<file path="config.mk">
export PLATFORM = sky130hd
export DESIGN_NAME = ps2_host_tx
export DESIGN_NICKNAME = d
export VERILOG_FILES = /design/src/rtl/ps2_pkg.sv /design/src/rtl/ps2_line_filter.sv /design/src/rtl/ps2_host_tx.sv
export SDC_FILE = /design/constraint.sdc
export NUM_CORES = 1
export LEC_CHECK = 0
export CORE_MARGIN = 3
export CORE_UTILIZATION = 59
export CTS_BUF_LIST = sky130_fd_sc_hd__clkbuf_4 sky130_fd_sc_hd__clkbuf_8 sky130_fd_sc_hd__clkbuf_16
export DETAILED_ROUTE_END_ITERATION = 10
export PLACE_DENSITY = 0.82
export SYNTH_ARGS = -nofsm -noshare
export SYNTH_HDL_FRONTEND = slang
export SYNTH_SLANG_ARGS = --single-unit
</file>
<file path="constraint.sdc">
create_clock -name clk -period 2.75 [get_ports clk]
set_input_delay 0.6875 -clock clk [delete_from_list [all_inputs] [get_ports clk]]
set_output_delay 0.6875 -clock clk [all_outputs]
set_load 0.03 [all_outputs]
</file>
<file path="src/rtl/ps2_pkg.sv">
// Shared PS/2 definitions: host-transmit FSM encoding, frame geometry and line filter depth.
package ps2_pkg;

    typedef enum logic [2:0] {
        ST_IDLE         = 3'd0,
        ST_INHIBIT      = 3'd1,
        ST_RTS          = 3'd2,
        ST_SHIFT        = 3'd3,
        ST_ACK          = 3'd4,
        ST_RELEASE_WAIT = 3'd5
    } ps2_tx_state_e;

    // start + 8 data + parity + stop
    localparam int FRAME_LEN    = 11;
    localparam int FILTER_DEPTH = 8;

    typedef struct packed {
        ps2_tx_state_e state;
        logic [3:0]    bit_cnt;
        logic          clk_level;
        logic          data_level;
        logic          clk_fall;
        logic          data_fall;
    } ps2_tx_dbg_t;

    function automatic logic odd_parity(input logic [7:0] d);
        return ~^d;
    endfunction

endpackage

</file>
<file path="src/rtl/ps2_line_filter.sv">
// Synchronizes one raw PS/2 line, accepts a new level only after FILTER_DEPTH stable cycles,
// and strobes fall_o in the cycle the filtered level goes low.
module ps2_line_filter
    import ps2_pkg::*;
(
    input  logic clk_i,
    input  logic rst_i,
    input  logic line_i,
    output logic level_o,
    output logic fall_o
);

    localparam int CNT_W = $clog2(FILTER_DEPTH);

    logic [1:0]       sync_q;
    logic             level_q, level_d;
    logic             fall_q, fall_d;
    logic [CNT_W-1:0] cnt_q, cnt_d;

    always_comb begin
        level_d = level_q;
        fall_d  = 1'b0;
        cnt_d   = '0;
        if (sync_q[1] != level_q) begin
            if (cnt_q == CNT_W'(FILTER_DEPTH - 1)) begin
                level_d = sync_q[1];
                fall_d  = ~sync_q[1];
            end else begin
                cnt_d = cnt_q + 1'b1;
            end
        end
    end

    always_ff @(posedge clk_i) begin
        if (rst_i) begin
            sync_q  <= 2'b11;
            level_q <= 1'b1;
            fall_q  <= 1'b0;
            cnt_q   <= '0;
        end else begin
            sync_q  <= {sync_q[0], line_i};
            level_q <= level_d;
            fall_q  <= fall_d;
            cnt_q   <= cnt_d;
        end
    end

    assign level_o = level_q;
    assign fall_o  = fall_q;

endmodule

</file>
<file path="src/rtl/ps2_host_tx.sv">
// PS/2 host-to-device byte transmitter: inhibit, request-to-send, shift on device clock falls,
// check the device acknowledge, then wait for both lines to be released.
module ps2_host_tx
    import ps2_pkg::*;
#(
    parameter int CLK_HZ     = 50_000_000,
    parameter int INHIBIT_US = 120,
    parameter int TIMEOUT_MS = 15
) (
    input  logic        clk,
    input  logic        rst,
    input  logic [7:0]  tx_data,
    input  logic        tx_start,
    input  logic        ps2_clk_in,
    input  logic        ps2_data_in,
    output logic        ps2_clk_oe,
    output logic        ps2_data_oe,
    output logic        tx_busy,
    output logic        tx_done,
    output logic        tx_err,
    output ps2_tx_dbg_t dbg_o
);

    localparam int INHIBIT_CYCLES = CLK_HZ / 1_000_000 * INHIBIT_US;
    localparam int TIMEOUT_CYCLES = CLK_HZ / 1000 * TIMEOUT_MS;
    localparam int INH_W  = $clog2(INHIBIT_CYCLES + 1);
    localparam int TOUT_W = $clog2(TIMEOUT_CYCLES + 1);
    localparam int REL_W  = $clog2(FILTER_DEPTH);
    localparam logic [INH_W-1:0]  INH_LAST  = INH_W'(INHIBIT_CYCLES - 1);
    localparam logic [TOUT_W-1:0] TOUT_LAST = TOUT_W'(TIMEOUT_CYCLES - 1);
    localparam logic [REL_W-1:0]  REL_LAST  = REL_W'(FILTER_DEPTH - 1);
    localparam logic [3:0]        LAST_BIT  = 4'(FRAME_LEN - 2);

    ps2_tx_state_e     state_q, state_d;
    logic [7:0]        data_q, data_d;
    logic              parity_q, parity_d;
    logic [3:0]        bit_cnt_q, bit_cnt_d;
    logic [INH_W-1:0]  inh_cnt_q, inh_cnt_d;
    logic [TOUT_W-1:0] tout_cnt_q, tout_cnt_d;
    logic [REL_W-1:0]  rel_cnt_q, rel_cnt_d;
    logic              data_oe_q, data_oe_d;
    logic              err_flag_q, err_flag_d;

    logic clk_f, clk_fall, data_f, data_fall;
    logic expire, frame_bit, released;

    ps2_line_filter u_clk_filter (
        .clk_i  (clk),
        .rst_i  (rst),
        .line_i (ps2_clk_in),
        .level_o(clk_f),
        .fall_o (clk_fall)
    );

    ps2_line_filter u_data_filter (
        .clk_i  (clk),
        .rst_i  (rst),
        .line_i (ps2_data_in),
        .level_o(data_f),
        .fall_o (data_fall)
    );

    assign expire    = (tout_cnt_q == TOUT_LAST);
    assign released  = clk_f && data_f;
    // Frame index 0..7 = data LSB first, 8 = parity, 9 = stop
    assign frame_bit = (bit_cnt_q < 4'd8)  ? data_q[bit_cnt_q[2:0]] :
                       (bit_cnt_q == 4'd8) ? parity_q : 1'b1;

    always_ff @(posedge clk) begin
        if (rst) begin
            state_q    <= ST_IDLE;
            data_q     <= '0;
            parity_q   <= 1'b0;
            bit_cnt_q  <= '0;
            inh_cnt_q  <= '0;
            tout_cnt_q <= '0;
            rel_cnt_q  <= '0;
            data_oe_q  <= 1'b0;
            err_flag_q <= 1'b0;
        end else begin
            state_q    <= state_d;
            data_q     <= data_d;
            parity_q   <= parity_d;
            bit_cnt_q  <= bit_cnt_d;
            inh_cnt_q  <= inh_cnt_d;
            tout_cnt_q <= tout_cnt_d;
            rel_cnt_q  <= rel_cnt_d;
            data_oe_q  <= data_oe_d;
            err_flag_q <= err_flag_d;
        end
    end

    always_comb begin
        state_d    = state_q;
        data_d     = data_q;
        parity_d   = parity_q;
        bit_cnt_d  = bit_cnt_q;
        inh_cnt_d  = '0;
        tout_cnt_d = '0;
        rel_cnt_d  = '0;
        data_oe_d  = data_oe_q;
        err_flag_d = err_flag_q;
        unique case (state_q)
            ST_IDLE: begin
                if (tx_start) begin
                    data_d     = tx_data;
                    parity_d   = odd_parity(tx_data);
                    bit_cnt_d  = '0;
                    err_flag_d = 1'b0;
                    data_oe_d  = 1'b1;
                    state_d    = ST_INHIBIT;
                end
            end
            ST_INHIBIT: begin
                if (inh_cnt_q == INH_LAST) state_d = ST_RTS;
                else                       inh_cnt_d = inh_cnt_q + 1'b1;
            end
            ST_RTS: begin
                if (expire) begin
                    err_flag_d = 1'b1;
                    state_d    = ST_RELEASE_WAIT;
                end else begin
                    tout_cnt_d = tout_cnt_q + 1'b1;
                    if (clk_fall) begin
                        bit_cnt_d = '0;
                        state_d   = ST_SHIFT;
                    end
                end
            end
            ST_SHIFT: begin
                if (expire) begin
                    err_flag_d = 1'b1;
                    state_d    = ST_RELEASE_WAIT;
                end else begin
                    tout_cnt_d = tout_cnt_q + 1'b1;
                    if (clk_fall) begin
                        data_oe_d = ~frame_bit;
                        if (bit_cnt_q == LAST_BIT) state_d = ST_ACK;
                        else                       bit_cnt_d = bit_cnt_q + 1'b1;
                    end
                end
            end
            ST_ACK: begin
                if (expire) begin
                    err_flag_d = 1'b1;
                    state_d    = ST_RELEASE_WAIT;
                end else begin
                    tout_cnt_d = tout_cnt_q + 1'b1;
                    if (clk_fall) begin
                        err_flag_d = data_f;
                        state_d    = ST_RELEASE_WAIT;
                    end
                end
            end
            ST_RELEASE_WAIT: begin
                if (released) begin
                    if (rel_cnt_q == REL_LAST) state_d = ST_IDLE;
                    else                       rel_cnt_d = rel_cnt_q + 1'b1;
                end
            end
            default: state_d = ST_IDLE;
        endcase
    end

    // Pulses are masked under reset so an aborted transfer never reports completion
    always_comb begin
        ps2_clk_oe  = 1'b0;
        ps2_data_oe = 1'b0;
        tx_done     = 1'b0;
        tx_err      = 1'b0;
        tx_busy     = (state_q != ST_IDLE);
        unique case (state_q)
            ST_INHIBIT: begin
                ps2_clk_oe  = 1'b1;
                ps2_data_oe = (inh_cnt_q == INH_LAST);
            end
            ST_RTS: begin
                ps2_data_oe = ~expire;
                tx_err      = expire & ~rst;
            end
            ST_SHIFT: begin
                ps2_data_oe = data_oe_q & ~expire;
                tx_err      = expire & ~rst;
            end
            ST_ACK: begin
                tx_err = (expire | (clk_fall & data_f)) & ~rst;
            end
            ST_RELEASE_WAIT: begin
                tx_done = released & (rel_cnt_q == REL_LAST) & ~err_flag_q & ~rst;
            end
            default: ;
        endcase
    end

    assign dbg_o = '{state:      state_q,
                     bit_cnt:    bit_cnt_q,
                     clk_level:  clk_f,
                     data_level: data_f,
                     clk_fall:   clk_fall,
                     data_fall:  data_fall};

endmodule

</file>
# Word level (Yosys, flattened, before mapping)
# Cells that the tools add are included.
# Widths: inputs -> output; s select.
[word_totals] regBits=68 latchBits=0 ramBits=0 romBits=0 inputBits=13 out_inout_bits=16 elab_cells=134 memories=0
[op_classes] add_sub_neg=6 multipliers=0 div=0 order_cmp=2 n_eq_ne=28 shifts=0 n_mux=36 bitwise_logic=22 n_reduce_logical=23
[op_table] op="$mux 3" count=11
[op_table] op="$mux 4" count=6
[op_table] op="$reduce_or 3->1" count=7
[op_table] op="$add 20x1->20 const B" count=1
[op_table] op="$eq 20x20->1 const B" count=1
[op_table] op="$pmux 3 s6" count=1
[op_table] op="$eq 3x3->1 const B" count=5
[op_table] op="$ne 2x2->1 const B" count=7
[op_table] op="$not 1->1" count=14
[op_table] op="$add 13x1->13 const B" count=1
[op_table] op="$eq 13x13->1 const B" count=1
[op_table] op="$mux 1" count=12
[op_table] op="$pmux 4 s3" count=1
[op_table] op="$add 3x1->3 const B" count=3
[op_table] op="$ne 3x2->1 const B" count=3
[op_table] op="$reduce_bool 3->1" count=3
[op_table] op="$eq 4x4->1 const B" count=2
[op_table] op="$reduce_and 4->1" count=2
[op_table] op="$reduce_and 8->1" count=1
[op_table] op="$reduce_xnor 8->1" count=1
[op_table] op="$and 1x1->1" count=7
[op_table] op="$reduce_and 7->1" count=1
[op_table] op="$eq 3x2->1 const B" count=2
[op_table] op="$ne 2x1->1 const B" count=3
[op_table] op="other kinds (16)" count=21

# Depth between registers and ports, before layout
# Gate-level depths: netlist (run 1).
[logic_depth] ltp_word=7 ltp_mapped=7 mapped_depth_nobuf=7

# By module
# From an unflattened synthesis (run 1), not the netlist that was laid out.
[hier_totals] hier_cells=353 hier_area_um2=3189.3
[modules_own_cells] mod="ps2_host_tx" n_inst=1 cells_each=317 area_each_um2=2711.4 seq_area_each_um2=1081.0
[modules_own_cells] mod="ps2_line_filter" n_inst=2 cells_each=18 area_each_um2=239.0 seq_area_each_um2=140.1

# Least setup slack after synthesis (run 1)
# Ideal clock, no wire load.
[synth_timing] path_kind="flip-flop to output port" start="register state_q[0]" end="output port tx_done" t_arrival_ns=2.016 t_required_ns=2.062 slack_ns=0.046 path_stages_with_launch=5 path_buffers=1 path_cell_list="dfxtp_1 > buf_2 > nand4_1 > or3_1 > nor3b_1"
[synth_between] elab_chain_len=2
[synth_lines] item="from (decl)" line="ps2_host_tx.sv:34" text="ps2_tx_state_e state_q, state_d;"
[synth_lines] item="from (signal assigned)" line="ps2_host_tx.sv:81" text="state_q <= state_d;"
[synth_lines] item="$eq 3x3->1" line="ps2_host_tx.sv:172" text="unique case (state_q)"
[synth_lines] item="$mux 1" line="ps2_host_tx.sv:172"
[synth_lines] item="to (decl)" line="ps2_host_tx.sv:19" text="output logic tx_done,"
# No other way between the ends.

# Worst setup path in the final report (run 1)
[layout_timing] start="register tout_cnt_q[4]" end="output port tx_err"
[layout_between] elab_chain_len=4 elab_cells_between_ends=5 classes_between="eq/ne (1); mux (1); bitwise (3)"
[layout_lines] item="from (decl)" line="ps2_host_tx.sv:39" text="logic [TOUT_W-1:0] tout_cnt_q, tout_cnt_d;"
[layout_lines] item="from (signal assigned)" line="ps2_host_tx.sv:86" text="tout_cnt_q <= tout_cnt_d;"
[layout_lines] item="$eq 20x20->1 (*)" line="ps2_host_tx.sv:63" text="assign expire = (tout_cnt_q == TOUT_LAST);"
[layout_lines] item="$or 1x1->1" line="ps2_host_tx.sv:186" text="tx_err = (expire | (clk_fall & data_f)) & ~rst;"
[layout_lines] item="$and 1x1->1" line="ps2_host_tx.sv:186"
[layout_lines] item="$pmux 1 s2 (*)" line="ps2_host_tx.sv:172"
[layout_lines] item="to (decl)" line="ps2_host_tx.sv:20" text="output logic tx_err,"
# Every way passes the cells marked *; elsewhere a longest branch is shown, timed or not.

==> flow_summary.yaml, run 1 <==
pwr:
  pwr-share-clk_pct: 33.1
  combPwrFrac_pct: 23.6
  switchingPower_mw: 0.7818
  p_per_area_mw_per_mm2: 686.3
  switching_share_pct: 30.26
  p_leak_nw: 1.334
  p_int_mw: 1.802
  ir_worst_vdd_uv: 596.7
  power_frac_seq_pct: 43.3
  fin_total_pwr_mw: 2.584
timing:
  hold_violations: 0
  slew_headroom_pct: 57.77
  fmax_mhz: 372.6
  fin_worst_skew_ns: 0.006548
  slew_violations: 0
  finalCritPeriodShare_pct: 97.59
  final-setup-viol-count: 0
  period_needed_ns: 2.684
  tightest_slew_ns: 0.6334
layout:
  area_growth_pct: 17.95
  n_fill_cell: 388
  final_common_cell: "dfxtp_1"
  drive_gt1_share_pct: 12.40
  layout_common_cells: "62 x dfxtp_1, 51 x nor2_1, 29 x nand2_1, 29 x xnor2_1, 25 x clkdlybuf4s50_1"
  fin_nets: 407
  fin_util_pct: 72.79
  diodes: 0
global_routing:
  grt-ovfl-total: 0
  antenna_found_initial: 0
  globalRouteTotalUtil_pct: 21.26
  grt_max_degree: 36
  grt_pass1_wl_mm: 10.57
  grt_pass1_vias: 2490
synthesis:
  synth_top_family_by_area: "simple AND/OR/NAND/NOR gates"
  synth-compound-area-share_pct: 7.918
  yosysTopAreaCellShare_pct: 42.65
  seq_area_frac_synth_pct: 42.65
  synth_seq_cells: 68
  syn_area_per_cell_um2: 8.991
  yosys.area.top_type: "dfxtp_1"
  synth-xor-area-share_pct: 10.43
  ys.flop_type: "dfxtp_1"
  synth-edff-count: 0
  postSynthCellCount: 355
  synth-async-reset-ratio_pct: 0
  syn_nets: 379
  synth.distinct_cells: 57
  ys.warnings.count: 0
  synth_fa_ha_area_share_pct: 4.312
  syn_area_mm2: 0.003192
  netlist_top_cells_area: "dfxtp_1 43%, xnor2_1 8.0%, nor2_1 6.0%"
  synthSimpleGateAreaFrac_pct: 27.91
  muxShareOfSynthArea_pct: 2.391
routing:
  wirelength_mm: 6.216
  drtPass1Iterations: 4
  drc: 0
  ant_nets: 0
  drt_iter0_drc: 86
  via_count: 2510
  vias_per_cell: 5.492
  wire_per_inst_um: 13.60
critical_path:
  critPathMaxStageDelay_ns: 0.37
  crit_path_end_kind: "primary output"
  rrSetupSlack_ns: 0.56
  slowest_stage: "dfxtp_2"
  critPathLaunchType: "flip-flop"
  path_cells: "nor4bb_4 > nand4_1 > o21ai_0 > a32oi_1 > nor2_1 > buf_4"
  required_ns: 2.06
  crit_arrival_ns: 2.00
  critPathKind: "flip-flop to primary output"
  worstPathMaxFanout: 7
clocking:
  htreeDepth: 3
  clk_transition_reported_paths_ns: 0.07
  cts_tree: "yes"
  cts-buffers-inserted: 9
  clk_path_buf_depth: 2
  clk_latency_ns: 0.34
  cts.sinks: 68
  cts_hold_buffers: 0
  ctsRootBufferMaster: "clkbuf_8"
die:
  placeableCoreArea_mm2: 0.005172
  dieWidth_um: 79.55
  die-area_mm2: 0.006328
  die_y_um: 79.55
  initial_core_util_pct: 61.71
  pin_count: 29
  rows: 26
placement:
  hpwl_mm: 4.260
  io_buffers: 28
  routabilityCongestion: 0.9232
outcome:
  status: "finished, final reports clean"
worst_hold_path:
  hold_class: "flip-flop to flip-flop"
flow_run:
  maxCapViolCount: 0
## final timing paths
| kind | cells after the start | start | to |
|---|---|---|---|
| setup reg to reg | 7 | tout_cnt_q[4]$_SDFF_PP0_ | tout_cnt_q[13]$_SDFF_PP0_ |
| setup / recovery | 6 | tout_cnt_q[4]$_SDFF_PP0_ | tx_err |
| hold / removal | 1 | u_clk_filter.sync_q[0]$_SDFF_PP1_ | u_clk_filter.sync_q[1]$_SDFF_PP1_ |
| hold reg to reg | 1 | u_clk_filter.sync_q[0]$_SDFF_PP1_ | u_clk_filter.sync_q[1]$_SDFF_PP1_ |
## Yosys cell counts (2+ instances only)
cell / instances
mux2i_1: 2
xnor2_1: 29
a31oi_1: 2
xor2_1: 9
o21ai_1: 3
a211o_1: 4
dfxtp_1: 68
or2_2: 4
mux4_2: 2
nand2_1: 29
nor4bb_1: 5
buf_2: 4
or3_1: 2
o21ai_0: 2
nor2b_1: 4
nor3_1: 15
and2_1: 8
and3_1: 4
ha_1: 11
nor4_1: 5
a21oi_1: 11
nor4b_1: 2
nor3b_1: 3
or4b_1: 2
and4_1: 3
inv_1: 12
buf_4: 5
clkbuf_1: 6
nand3_1: 14
nor2_1: 51
nand4_1: 8
## sequential cells by signal, summed over array words and instances, names as in the netlist, 2 cells and up
name and cells:
tout_cnt_q 20, inh_cnt_q 13, data_q 8, bit_cnt_q 4
rel_cnt_q 3, state_q 3, u_clk_filter.cnt_q 3, u_data_filter.cnt_q 3
u_clk_filter.sync_q 2, u_data_filter.sync_q 2
## layout make-up
cell class              instances  area (µm²)  share of cell area (%)
flip-flops and latches         68        1371                   36.42
clock buffers                  14       180.2                   4.786
well taps                      70       87.58                   2.326
inverters                      13       48.80                   1.296
clock inverters                 1       30.03                  0.7976
repair buffers                 33       310.3                   8.242
multi-input cells             258        1737                   46.13
## per-stage QoR
| stage | worst slack (ns) | area, µm² | setup TNS [ns] | hold WS (ns) | instances |
|---|---|---|---|---|---|
| detailed placement | 0.05256 | 3491 | 0 | 0.3988 | 441 |
| finish | 0.06624 | 3765 | 0 | 0.4158 | 457 |
| global route | -0.05653 | 3765 | -0.08120 | 0.4207 | 457 |
| CTS | 0.03574 | 3701 | 0 | 0.4176 | 456 |
| floorplan | 0.04614 | 3192 | 0 | 0.3895 | 355 |
| global placement | 0.04076 | 3491 | 0 | 0.3922 | 441 |
## routing by layer
| layer | vias to the layer above | share of wire [%] | track usage (%) |
|---|---|---|---|
| met3 | 10 | 4.6 | 7.788 |
| met5 | - | 0 | 0 |
| met4 | 0 | 1.9 | 7.904 |
| met1 | 1155 | 44 | 24.24 |
| li1 | 1287 | - | - |
| met2 | 58 | 50 | 36.14 |
## worst max-delay path: cells and delay by family, from the launching register on
kind	cells	cell delay, ns
simple gates	3	0.72
buf+inv	1	0.17
flops	1	0.37
compound gates	2	0.39
## power by group through the flow
| stage | Clock [mW] | Combinational (mW) | Sequential (mW) |
|---|---|---|---|
| final | 0.856 | 0.609 | 1.12 |
| after detailed placement | 0 | 0.601 | 1.14 |
| after CTS | 0.874 | 0.605 | 1.12 |
| after floorplan | 0 | 0.442 | 1.13 |
| after global placement | 0 | 0.589 | 1.13 |
| after global routing | 0.919 | 0.679 | 1.13 |
## kinds of logic after synthesis
group,Yosys count
AO/OA/AOI/OAI,36
XOR/XNOR,38
adder cells (fa/ha/maj),11
buffers and inverters,29
flip-flops,68
multiplexers,5
AND/OR/NAND/NOR,168
## repair_timing
action                     4_1_cts  5_1_grt
resized for setup                0       14
setup buffers                    0        1
setup endpoints to repair        0        5
Power figures use the tool's default switching activity.
==> run 2: changes to the inputs <==
--- a/config.mk
+++ b/config.mk
@@ -5,11 +5,12 @@
 export SDC_FILE = /design/constraint.sdc
 export NUM_CORES = 1
 export LEC_CHECK = 0
-export CORE_MARGIN = 3
+export ABC_AREA = 1
+export CORE_MARGIN = 2
 export CORE_UTILIZATION = 59
 export CTS_BUF_LIST = sky130_fd_sc_hd__clkbuf_4 sky130_fd_sc_hd__clkbuf_8 sky130_fd_sc_hd__clkbuf_16
 export DETAILED_ROUTE_END_ITERATION = 10
-export PLACE_DENSITY = 0.82
+export PLACE_DENSITY = 0.81
 export SYNTH_ARGS = -nofsm -noshare
 export SYNTH_HDL_FRONTEND = slang
 export SYNTH_SLANG_ARGS = --single-unit
==> run 2 against run 1 <==
Against the previous run:
- sequential power is 4% higher
- cell count is 27% higher
- die area is 0.34% lower
- non-clock buffer count is 1 higher
- critical path depth is 2 lower
- power is 7.4% higher
- via count is 15% higher
- first-iteration DRC count is 48% higher
- fmax is 5.9% higher
- synthesized cell count is 32% higher
- global-route usage is 0.51 points higher
- sequential share of layout area is 1.3 points lower
- largest cell class unchanged
- largest power group unchanged
==> flow_summary.yaml, run 2 <==
outcome:
  status: "finished, final reports clean"
clocking:
  post_cts_resized: 1
  htreeDepth: 3
  cts.sinks: 68
  cts_tree: "yes"
  post_cts_buffers: 0
  clk_path_buf_depth: 2
  ctsRootBufferMaster: "clkbuf_8"
  cts_hold_buffers: 0
  cts-buffers-inserted: 9
  clk_latency_ns: 0.33
  clk_transition_reported_paths_ns: 0.07
critical_path:
  crit_path_end_kind: "primary output"
  worstPathMaxFanout: 6
  crit_arrival_ns: 1.85
  critPathKind: "flip-flop to primary output"
  critPathLaunchType: "flip-flop"
  required_ns: 2.06
worst_hold_path:
  hold_class: "flip-flop to flip-flop"
global_routing:
  globalRouteTotalUtil_pct: 21.76
  grt-ovfl-total: 0
  grt_max_degree: 22
  grt_pass1_wl_mm: 10.93
  grt_pass1_vias: 2583
  antenna_found_initial: 0
die:
  die_y_um: 79.42
  dieWidth_um: 79.42
  rows: 27
  initial_core_util_pct: 60.94
  pin_count: 29
  placeableCoreArea_mm2: 0.005507
  die-area_mm2: 0.006307
synthesis:
  seq_area_frac_synth_pct: 40.57
  yosys.area.top_type: "dfxtp_1"
  synth-async-reset-ratio_pct: 0
  syn_area_per_cell_um2: 7.186
  synth_seq_cells: 68
  yosysTopAreaCellShare_pct: 40.57
  ys.warnings.count: 0
  synth.distinct_cells: 38
  syn_area_mm2: 0.003356
  postSynthCellCount: 467
  syn_nets: 491
  yosysMostFrequentCell: "nor2_1"
  synth-edff-count: 0
  ys.flop_type: "dfxtp_1"
  synth_common_cells: "89 x nor2_1, 77 x nand2_1, 68 x dfxtp_1"
  netlist_top_cells_area: "dfxtp_1 41%, nor2_1 10%, nand2_1 8.6%"
timing:
  finalCritPeriodShare_pct: 92.12
  fmax_mhz: 394.8
  fin_worst_skew_ns: 0.006216
  period_needed_ns: 2.533
  finalSetupTns_ns: 0
  slew_headroom_pct: 73.60
  slew_violations: 0
  final-setup-viol-count: 0
  hold_violations: 0
  tightest_slew_ns: 0.3955
  rsz0062_at_grt: "false"
pwr:
  p_leak_nw: 1.618
  p_per_area_mw_per_mm2: 715.7
  ir_worst_vdd_uv: 543.4
placement:
  io_buffers: 28
  hpwl_mm: 4.545
  routabilityCongestion: 0.8962
routing:
  drc: 0
  drtPass1Iterations: 4
  drt_iter0_drc: 127
  ant_nets: 0
  wire_per_inst_um: 10.78
  vias_per_cell: 4.984
  wirelength_mm: 6.242
  via_count: 2886
layout:
  top_regs: "tout_cnt_q (20), inh_cnt_q (13), data_q (8)"
  diodes: 0
  drive_gt1_share_pct: 12.62
  layout_common_cells: "89 x nor2_1, 77 x nand2_1, 68 x dfxtp_1"
  fin_nets: 526
  area_growth_pct: 15.55
  largest_reg_flops: 20
  regMostFlops: "tout_cnt_q"
  final_common_cell: "nor2_1"
  fin_util_pct: 70.42
flow_run:
  maxCapViolCount: 0
[run 2: cell count changes after synthesis, moves of 8 or more]
cell | previous run | this run
and2_1 | 8 | 0
inv_2 | 1 | 11
nand3_1 | 14 | 24
a21oi_1 | 11 | 25
o21ai_0 | 2 | 15
nor2_1 | 51 | 89
nand2_1 | 29 | 77
xnor2_1 | 29 | 9
inv_1 | 12 | 54
[run 2: cell type report]
type                       count  area, µm²
clock inverter                 4      25.02
multi-input combinational    323       1685
fill                         474       1629
tap                           72      90.09
sequential                    68       1361
timing repair buffer          34      315.3
inverter                      66      247.7
clock buffer                  12      152.6
[run 2: final timing paths]
| check | start | to | slack, ns | cells after the start |
|---|---|---|---|---|
| min | u_clk_filter.sync_q[0]$_SDFF_PP1_ | u_clk_filter.sync_q[1]$_SDFF_PP1_ | 0.41 | 1 |
| max reg2reg | bit_cnt_q[1]$_SDFFE_PP0P_ | bit_cnt_q[1]$_SDFFE_PP0P_ | 0.88 | 11 |
| max | state_q[0]$_SDFFE_PP0P_ | ps2_clk_oe | 0.22 | 4 |
| min reg2reg | u_clk_filter.sync_q[0]$_SDFF_PP1_ | u_clk_filter.sync_q[1]$_SDFF_PP1_ | 0.41 | 1 |
[run 2: per-stage QoR]
step           total power [mW]  cells  hold slack, ns  setup slack (ns)  area (µm²)
2_1_floorplan             1.808    467          0.3895            0.1831        3356
3_3_place_gp              2.052    563          0.3954            0.2443        3705
3_5_place_dp              2.061    563          0.3938            0.1795        3705
4_1_cts                   2.794    579          0.4109            0.1045        3881
5_1_grt                   2.959    579          0.4311           0.08133        3877
6_report                  2.775    579          0.4102            0.2168        3877
[run 2: cell families (layout without fill, tap and decap cells)]
family | Yosys count | count (layout) | share of synthesized area (%)
AOI/OAI and AO/OA | 62 | 62 | 10.22
xor gates and xnor gates | 15 | 15 | 3.915
adders and majority gates | 11 | 11 | 4.101
buffers and inverters | 76 | 116 | 9.209
DFF | 68 | 68 | 40.57
and+or+nand+nor | 235 | 235 | 31.99
[run 2: routing by layer]
metal / up-vias / global-route usage, % / share of wire, %
met4: 0 / 8.966 / 1.4
li1: 1544 / - / -
met1: 1280 / 27.10 / 46
met5: - / 0 / 0
met3: 9 / 6.335 / 4.4
met2: 53 / 35.34 / 48
[run 2: critical path, cell delays in order (launching register included)]
cell and delay [ns]:
dfxtp_1 0.45, inv_2 0.10, nor3_2 0.15, buf_4 0.15, clkdlybuf4s50_1 0.66
[run 2: power by group]
group	internal, mW	switching (mW)	total [mW]
combinational	0.323	0.559	0.882
clock	0.369	0.354	0.723
sequential	1.09	0.0831	1.17
total	1.78	0.996	2.78
==> run 3: changes to the inputs <==
--- a/config.mk
+++ b/config.mk
@@ -10,6 +10,7 @@
 export CORE_UTILIZATION = 59
 export CTS_BUF_LIST = sky130_fd_sc_hd__clkbuf_4 sky130_fd_sc_hd__clkbuf_8 sky130_fd_sc_hd__clkbuf_16
 export DETAILED_ROUTE_END_ITERATION = 10
+export HOLD_SLACK_MARGIN = 0.02
 export PLACE_DENSITY = 0.81
 export SYNTH_ARGS = -nofsm -noshare
 export SYNTH_HDL_FRONTEND = slang
==> results of run 3 <==
The final DEF is identical to that of run 2; final timing and power are the same.
